File: src/rtl/encoder_pkg.sv
// Shared types and constants for the 4-to-2 request encoder.
// State encodings, widths and a code-to-one-hot helper.
package encoder_pkg;

  localparam int NUM_REQ = 4;
  localparam int CODE_W  = 2;

  typedef enum logic {
    ST_IDLE  = 1'b0,
    ST_GRANT = 1'b1
  } state_e;

  function automatic logic [NUM_REQ-1:0] code2oh(
    input logic [CODE_W-1:0] c
  );
    logic [NUM_REQ-1:0] oh;
    oh    = '0;
    oh[c] = 1'b1;
    return oh;
  endfunction

endpackage

File: src/rtl/round_robin_pick_4.sv
// Combinational round-robin pick over 4 candidates.
// Ports: cand_i candidates, ptr_i start index; idx_o pick, any_o any set.
import encoder_pkg::*;

module round_robin_pick_4 (
  input  logic [NUM_REQ-1:0] cand_i,
  input  logic [CODE_W-1:0]  ptr_i,
  output logic [CODE_W-1:0]  idx_o,
  output logic               any_o
);

  logic [2*NUM_REQ-1:0] dbl;
  logic [NUM_REQ-1:0]   rot;
  logic [CODE_W-1:0]    off;

  always_comb begin
    // rotate so that bit ptr lands at position 0
    dbl = {cand_i, cand_i} >> ptr_i;
    rot = dbl[NUM_REQ-1:0];
    off = '0;
    priority casez (rot)
      4'b???1: off = 2'd0;
      4'b??10: off = 2'd1;
      4'b?100: off = 2'd2;
      4'b1000: off = 2'd3;
      default: off = 2'd0;
    endcase
    // un-rotate; 2-bit add wraps mod 4
    idx_o = off + ptr_i;
    any_o = |cand_i;
  end

endmodule

File: src/rtl/request_encoder_4_to_2.sv
// Sequential 4-to-2 request encoder with round-robin grant and ack.
// Ports: req/ack/clr_ovr in; sel/valid/pending/overrun registered out.
import encoder_pkg::*;

module request_encoder_4_to_2 (
  input  logic                clk,
  input  logic                rst,
  input  logic [NUM_REQ-1:0]  req,
  input  logic                ack,
  input  logic                clr_ovr,
  output logic [CODE_W-1:0]   sel,
  output logic                valid,
  output logic [NUM_REQ-1:0]  pending,
  output logic                overrun
);

  state_e             state_q, state_d;
  logic [NUM_REQ-1:0] pend_q, pend_d;
  logic [CODE_W-1:0]  ptr_q, ptr_d;
  logic [CODE_W-1:0]  sel_q, sel_d;
  logic               ovr_q, ovr_d;

  logic               accept;
  logic [NUM_REQ-1:0] clr_mask;
  logic [NUM_REQ-1:0] idle_cand;
  logic [CODE_W-1:0]  idle_idx, ack_idx;
  logic               idle_any, ack_any;

  assign accept    = (state_q == ST_GRANT) & ack;
  assign clr_mask  = accept ? code2oh(sel_q) : '0;
  // set wins over the ack clear on the same line
  assign pend_d    = (pend_q & ~clr_mask) | req;
  assign idle_cand = pend_q | req;
  assign ptr_d     = accept ? sel_q + 2'd1 : ptr_q;

  round_robin_pick_4 u_pick_idle (
    .cand_i (idle_cand),
    .ptr_i  (ptr_q),
    .idx_o  (idle_idx),
    .any_o  (idle_any)
  );

  // post-ack pick already sees the advanced pointer
  round_robin_pick_4 u_pick_ack (
    .cand_i (pend_d),
    .ptr_i  (ptr_d),
    .idx_o  (ack_idx),
    .any_o  (ack_any)
  );

  always_comb begin
    state_d = state_q;
    sel_d   = sel_q;
    unique case (state_q)
      ST_IDLE: begin
        if (idle_any) begin
          sel_d   = idle_idx;
          state_d = ST_GRANT;
        end
      end
      ST_GRANT: begin
        if (ack) begin
          if (ack_any) begin
            sel_d = ack_idx;
          end else begin
            state_d = ST_IDLE;
          end
        end
      end
      default: state_d = ST_IDLE;
    endcase
  end

  // a new overrun outranks a simultaneous clear
  always_comb begin
    ovr_d = ovr_q;
    if (|(req & pend_q & ~clr_mask)) begin
      ovr_d = 1'b1;
    end else if (clr_ovr) begin
      ovr_d = 1'b0;
    end
  end

  always_ff @(posedge clk or posedge rst) begin
    if (rst) begin
      state_q <= ST_IDLE;
      pend_q  <= '0;
      ptr_q   <= '0;
      sel_q   <= '0;
      ovr_q   <= 1'b0;
    end else begin
      state_q <= state_d;
      pend_q  <= pend_d;
      ptr_q   <= ptr_d;
      sel_q   <= sel_d;
      ovr_q   <= ovr_d;
    end
  end

  assign sel     = sel_q;
  assign valid   = (state_q == ST_GRANT);
  assign pending = pend_q;
  assign overrun = ovr_q;

endmodule

File: config.mk
export PLATFORM = sky130hd
export DESIGN_NAME = request_encoder_4_to_2
export DESIGN_NICKNAME = d
export VERILOG_FILES = /design/src/rtl/encoder_pkg.sv /design/src/rtl/round_robin_pick_4.sv /design/src/rtl/request_encoder_4_to_2.sv
export SDC_FILE = /design/constraint.sdc
export NUM_CORES = 1
export LEC_CHECK = 0
export ABC_AREA = 1
export CORE_ASPECT_RATIO = 1.2
export CORE_MARGIN = 4
export CORE_UTILIZATION = 40
export DETAILED_ROUTE_END_ITERATION = 8
export PLACE_DENSITY = 0.68
export SLEW_MARGIN = 20
export SYNTH_ARGS = -nofsm -noshare
export SYNTH_HDL_FRONTEND = slang
export SYNTH_SLANG_ARGS = --single-unit
File: constraint.sdc
create_clock -name clk -period 5.42 [get_ports clk]
set_input_delay 0.813 -clock clk [delete_from_list [all_inputs] [get_ports clk]]
set_output_delay 0.813 -clock clk [all_outputs]
set_load 0.005 [all_outputs]
== Word-level counts from Yosys, hierarchy flattened ==
Index checks and enable logic that the tools add are counted.

* $add $sub $neg: 3
* Order comparisons: 2
* Equality and inequality tests: 9
* Shift-type cells: 2
* Multiplexer cells: 16
* Bitwise logic cells: 8
* Reduce and logical (&&, ||, !) cells: 6

{| class="wikitable"
|+ Operators with widths
! cell !! count
|-
| $shr 8x2->4 || 2
|-
| $and 4x4->4 || 3
|-
| $pmux 2 s3 || 2
|-
| $reduce_or 4->1 || 3
|-
| $eq 4x4->1 const B || 2
|-
| $mux 2 || 4
|-
| $or 4x4->4 || 2
|-
| $eq 3x3->1 const B || 2
|-
| $mux 1 || 6
|-
| $add 2x2->2 || 2
|-
| $eq 2x2->1 const B || 2
|-
| $mux 4 || 1
|-
| $ne 2x2->1 const B || 2
|-
| $not 4->4 || 1
|-
| $pmux 2 s2 || 1
|-
| $lt 2x3->1 const B || 1
|-
| $reduce_and 3->1 || 1
|-
| $add 2x1->2 const B || 1
|-
| $demux 1 s2 || 1
|-
| $ge 2x1->1 const B || 1
|-
| $ne 2x1->1 const B || 1
|-
| $pmux 1 s2 || 1
|-
| $reduce_bool 2->1 || 1
|-
| $and 1x1->1 || 1
|-
| other kinds (2) || 2
|}

* Register bits: 10
* Input port bits: 8
* Output and inout bits: 8

== Logic depth before layout (Yosys ltp) ==
* Depth in word-level cells: 15
* Depth in mapped cells: 18
* Gate-level depth less buffers: 18

== Modules after synthesis ==
From an unflattened synthesis, not the netlist that was laid out.

* Cell total of the unflattened synthesis: 149
* Area total of the unflattened synthesis: 923.4 µm²

{| class="wikitable"
|+ By module, submodules not included
! module !! times used !! cells an instance !! area each (µm²) !! seq. area each (µm²)
|-
| request_encoder_4_to_2 || 1 || 79 || 588.1 || 250.2
|-
| round_robin_pick_4 || 2 || 35 || 167.7 || 0.0
|}

== Least setup slack after synthesis ==
Ideal clock, no wire load.

* Path type: in2reg
* Start point: input ack
* End point: register sel_q[1] (netlist: sel[1])
* Library setup time: 0.116 ns
* Arrival: 2.236 ns
* Data required time: 5.304 ns
* Slack: 3.068 ns
* Stages: 16
* Path buffers: 1
* Cell sequence: buf_4 -> nand2_4 -> nand2_1 -> o21ai_4 -> inv_2 -> nand3_1 -> nand2_2 -> a31oi_1 -> nor2_1 -> ha_1 -> xor2_1 -> inv_1 -> nand2_1 -> nand3_1 -> nand2_1 -> nand2_1

* Elaborated cells on any way between the ends: 19
* Classes of those cells: add/sub (1); eq/ne (5); shift (1); mux (6); bitwise (4); reduce/logical (2)

{| class="wikitable"
|+ RTL lines
! element !! RTL line !! source
|-
| start: declaration || request_encoder_4_to_2.sv:9 || <nowiki>input logic ack,</nowiki>
|-
| $and 1x1->1 * || request_encoder_4_to_2.sv:29 || <nowiki>assign accept = (state_q == ST_GRANT) & ack;</nowiki>
|-
| $mux 2 * || request_encoder_4_to_2.sv:34 || <nowiki>assign ptr_d = accept ? sel_q + 2'd1 : ptr_q;</nowiki>
|-
| via ptr_d[1] || request_encoder_4_to_2.sv:19 || <nowiki>logic [CODE_W-1:0] ptr_q, ptr_d;</nowiki>
|-
| $shr 8x2->4 || round_robin_pick_4.sv:18 || <nowiki>dbl = {cand_i, cand_i} >> ptr_i;</nowiki>
|-
| $eq 4x4->1 (tied with other cells) || round_robin_pick_4.sv:21 || <nowiki>priority casez (rot)</nowiki>
|-
| $pmux 2 s3 || round_robin_pick_4.sv:21 ||
|-
| $add 2x2->2 * || round_robin_pick_4.sv:29 || <nowiki>idx_o = off + ptr_i;</nowiki>
|-
| $mux 2 * || request_encoder_4_to_2.sv:63 || <nowiki>if (ack_any) begin</nowiki>
|-
| $mux 2 * || request_encoder_4_to_2.sv:62 || <nowiki>if (ack) begin</nowiki>
|-
| $pmux 2 s2 * || request_encoder_4_to_2.sv:54 || <nowiki>unique case (state_q)</nowiki>
|-
| end signal: assignment || request_encoder_4_to_2.sv:95 || <nowiki>sel_q <= sel_d;</nowiki>
|-
| end: declaration || request_encoder_4_to_2.sv:20 || <nowiki>logic [CODE_W-1:0] sel_q, sel_d;</nowiki>
|}

Mark *: on every way through the listed nets, which the timed path passes. The rest lies on a longest branch. The select of a mux whose other input is x is not followed.
A chain may end at the register's enable or synchronous reset.

== Final worst setup path ==
Ends and elaborated chain as after synthesis.

==> impl_metrics.csv <==
group,metric,value,unit
route,avgRoutedWirePerCell,12.2,um
synth,synth.avg_cell_area,6.78,sq um
clocking,holdBufCountCts,0,
global_routing,grt_max_degree,13,
critical_path,crit_fanout,8,
critical_path,critPathKind,"in -> reg",
timing,fin_skew,0.00567,ns
synth,ys_ff_latch,10,
clocking,clock_sinks,10,
route,ant_nets,0,
min_path,hold_end,"overrun",
clocking,cts_tree,"yes",
timing,setup_tns,0,ns
synth,yosys_warnings,0,
global_routing,overflow,0,
synth,synth.top_cells.by_count,"nand2_1, nand3_1, inv_1",
floorplanning,coreArea,0.00231,sq mm
timing,timing.final.crit_share,0.536,
finish,final_util,0.505,
route,via_per_inst,5.03,
floorplanning,die-area,0.00326,sq mm
critical_path,start_kind,"primary input",
floorplanning,pin_count,16,
place,dp_cells,185,
synth,synthFlopType,"dfrtp_1",
finish,area_delta_synth_final,20.9,%
finish,final-instance-count-excl-fill,189,
route,vias,951,
timing,fmax,0.344,GHz
clocking,post_cts_resized,0,
finish,antenna_cells,0,
clocking,insertion_delay,0.27,ns
power,power_density,454,mW/mm^2
place,gp_congestion,0.956,
timing,tightest_slew,0.505,ns
synth,netlist.area_leader.share,0.260,
synth,synth_edf_count,0,
clocking,clk_pin_slew_worst_paths,0.08,ns
floorplanning,die_x,52.8,um
place,dpl.hpwl,1930,um
min_path,min-delay-start,"overrun",
critical_path,r2r_end,"sel[1]",
global_routing,grt_pass1_wl,4120,um
synth,synthesis.area,963,sq um
clocking,clockBufferDepth,2,
timing,slew_violations,0,
run,maxCapViolCount,0,
synth,yosysSeqAreaShare,0.260,
power,peakVddDrop,0.280,mV
synth,synthArstFlopShare,1.00,
global_routing,grt_pass1_vias,977,
critical_path,reg2reg_depth,15,
synth,yosysMostFrequentCell,"nand2_1",
global_routing,antenna_found_initial,0,
critical_path,reg2reg_setup_slack,3.00,ns
min_path,min_path_type,"reg -> reg",
synth,yosysUniqueCellTypes,23,
power,leakage,0.000584,uW
timing,slew_headroom,0.663,
clocking,cts_setup_buffers,0,
route,drt-pass1-iter-count,4,
route,drc,0,
clocking,cts.root.buffer_cell,"clkbuf_4",
finish,finalNetCount,173,
finish,drive_gt1_frac,0.158,
critical_path,end_kind,"flip-flop",
critical_path,r2r_start,"sel[0]",
min_path,hold_path_depth,2,
floorplanning,initial_core_util,0.418,
clocking,htree_levels,1,
synth,synth_area_leaders,"dfrtp_1, nand2_1, nand3_1",
route,drt_iter0_markers,34,
timing,rsz0062_at_grt,"no",
floorplanning,die_y,61.8,um
timing,finalHoldViolCount,0,
place,port_buffers,15,
floorplanning,rows,19,
timing,setup_viol,0,
outcome,outcome,"completed",
synth,synthesis.instances,142,
route,wirelength,2300,um
critical_path,crit_arrival,3.08,ns
critical_path,required,5.59,ns
clocking,cts_buffers,3,
synth,synth_top_area_cell,"dfrtp_1",
timing,hold_slack,0.529,ns
synth,syn-num-nets,156,
timing,period_minus_slack,2.91,ns
global_routing,track_usage,0.169,
[flip-flops by register name, summed over array words and instances, names as in the netlist]
signal,flops
pending,4
valid,1
sel,2
ptr_q,2
overrun,1
[critical path: stages]
cell	delay, ns
clkdlybuf4s50_1	0.74
nand2_4	0.12
o21ai_4	0.24
inv_2	0.10
nand3_1	0.11
nand2_2	0.07
a31oi_1	0.14
nor2_1	0.07
ha_1	0.19
xor2_1	0.19
inv_1	0.05
nand2_1	0.06
nand3_1	0.06
nand2_1	0.08
nand2_1	0.04
[how the worst max path moves through the flow]
stage | from | endpoint | depth (start not counted)
3_5_place_dp | ack | sel[1] | 15
6_report | ack | sel[1] | 15
2_1_floorplan | ack | sel[1] | 16
5_1_grt | ack | sel[1] | 17
4_1_cts | ack | sel[1] | 17
3_3_place_gp | ack | sel[1] | 15
[through the flow]
stage          power (uW)  cell area (sq um)  setup slack [ns]
2_1_floorplan         372                963              3.07
3_3_place_gp          451               1130              2.28
3_5_place_dp          460               1130              2.24
4_1_cts               532               1160              2.51
5_1_grt               590               1160              2.28
6_report              529               1160              2.51
[per-layer routing]
layer,track usage,share of wire,vias to the layer above
li1,-,-,488
met1,0.207,0.43,435
met2,0.309,0.52,24
met3,0.0119,0.030,4
met4,0.0657,0.015,0
met5,0,0,-
[where the power goes]
part / switching, uW / internal (uW) / total, uW
sequential: 30.8 / 96.9 / 128
combinational: 191 / 140 / 331
clock: 29.0 / 40.8 / 69.9
total: 251 / 278 / 529
[layout make-up]
| type | count | area, sq um |
|---|---|---|
| well taps | 31 | 38.8 |
| inverters | 16 | 60.1 |
| flip-flops and latches | 10 | 250 |
| multi-input cells | 113 | 629 |
| fillers | 248 | 1140 |
| clock buffers | 4 | 36.3 |
| repair buffers | 15 | 150 |
[logic make-up after synthesis]
| kind of cell | share of synthesized area |
|---|---|
| AO/OA/AOI/OAI | 0.0753 |
| XOR/XNOR | 0.0182 |
| adder cells (fa/ha/maj) | 0.0779 |
| buffers and inverters | 0.0870 |
| flip-flops | 0.260 |
| AND/OR/NAND/NOR | 0.482 |
[layout by cell type, fill, tap and decap left out, types with 3 or more instances in the layout]
| master | synthesis | final |
|---|---|---|
| nand2_1 | 43 | 43 |
| nand3_1 | 20 | 20 |
| inv_1 | 15 | 15 |
| clkdlybuf4s50_1 | 0 | 15 |
| nor2_1 | 11 | 11 |
| nand2_2 | 10 | 10 |
| dfrtp_1 | 10 | 10 |
| ha_1 | 6 | 6 |
| nand3_2 | 5 | 5 |
| a31oi_1 | 3 | 3 |
| o22ai_1 | 3 | 3 |
| clkbuf_4 | 0 | 3 |
Power figures use the tool's default switching activity.
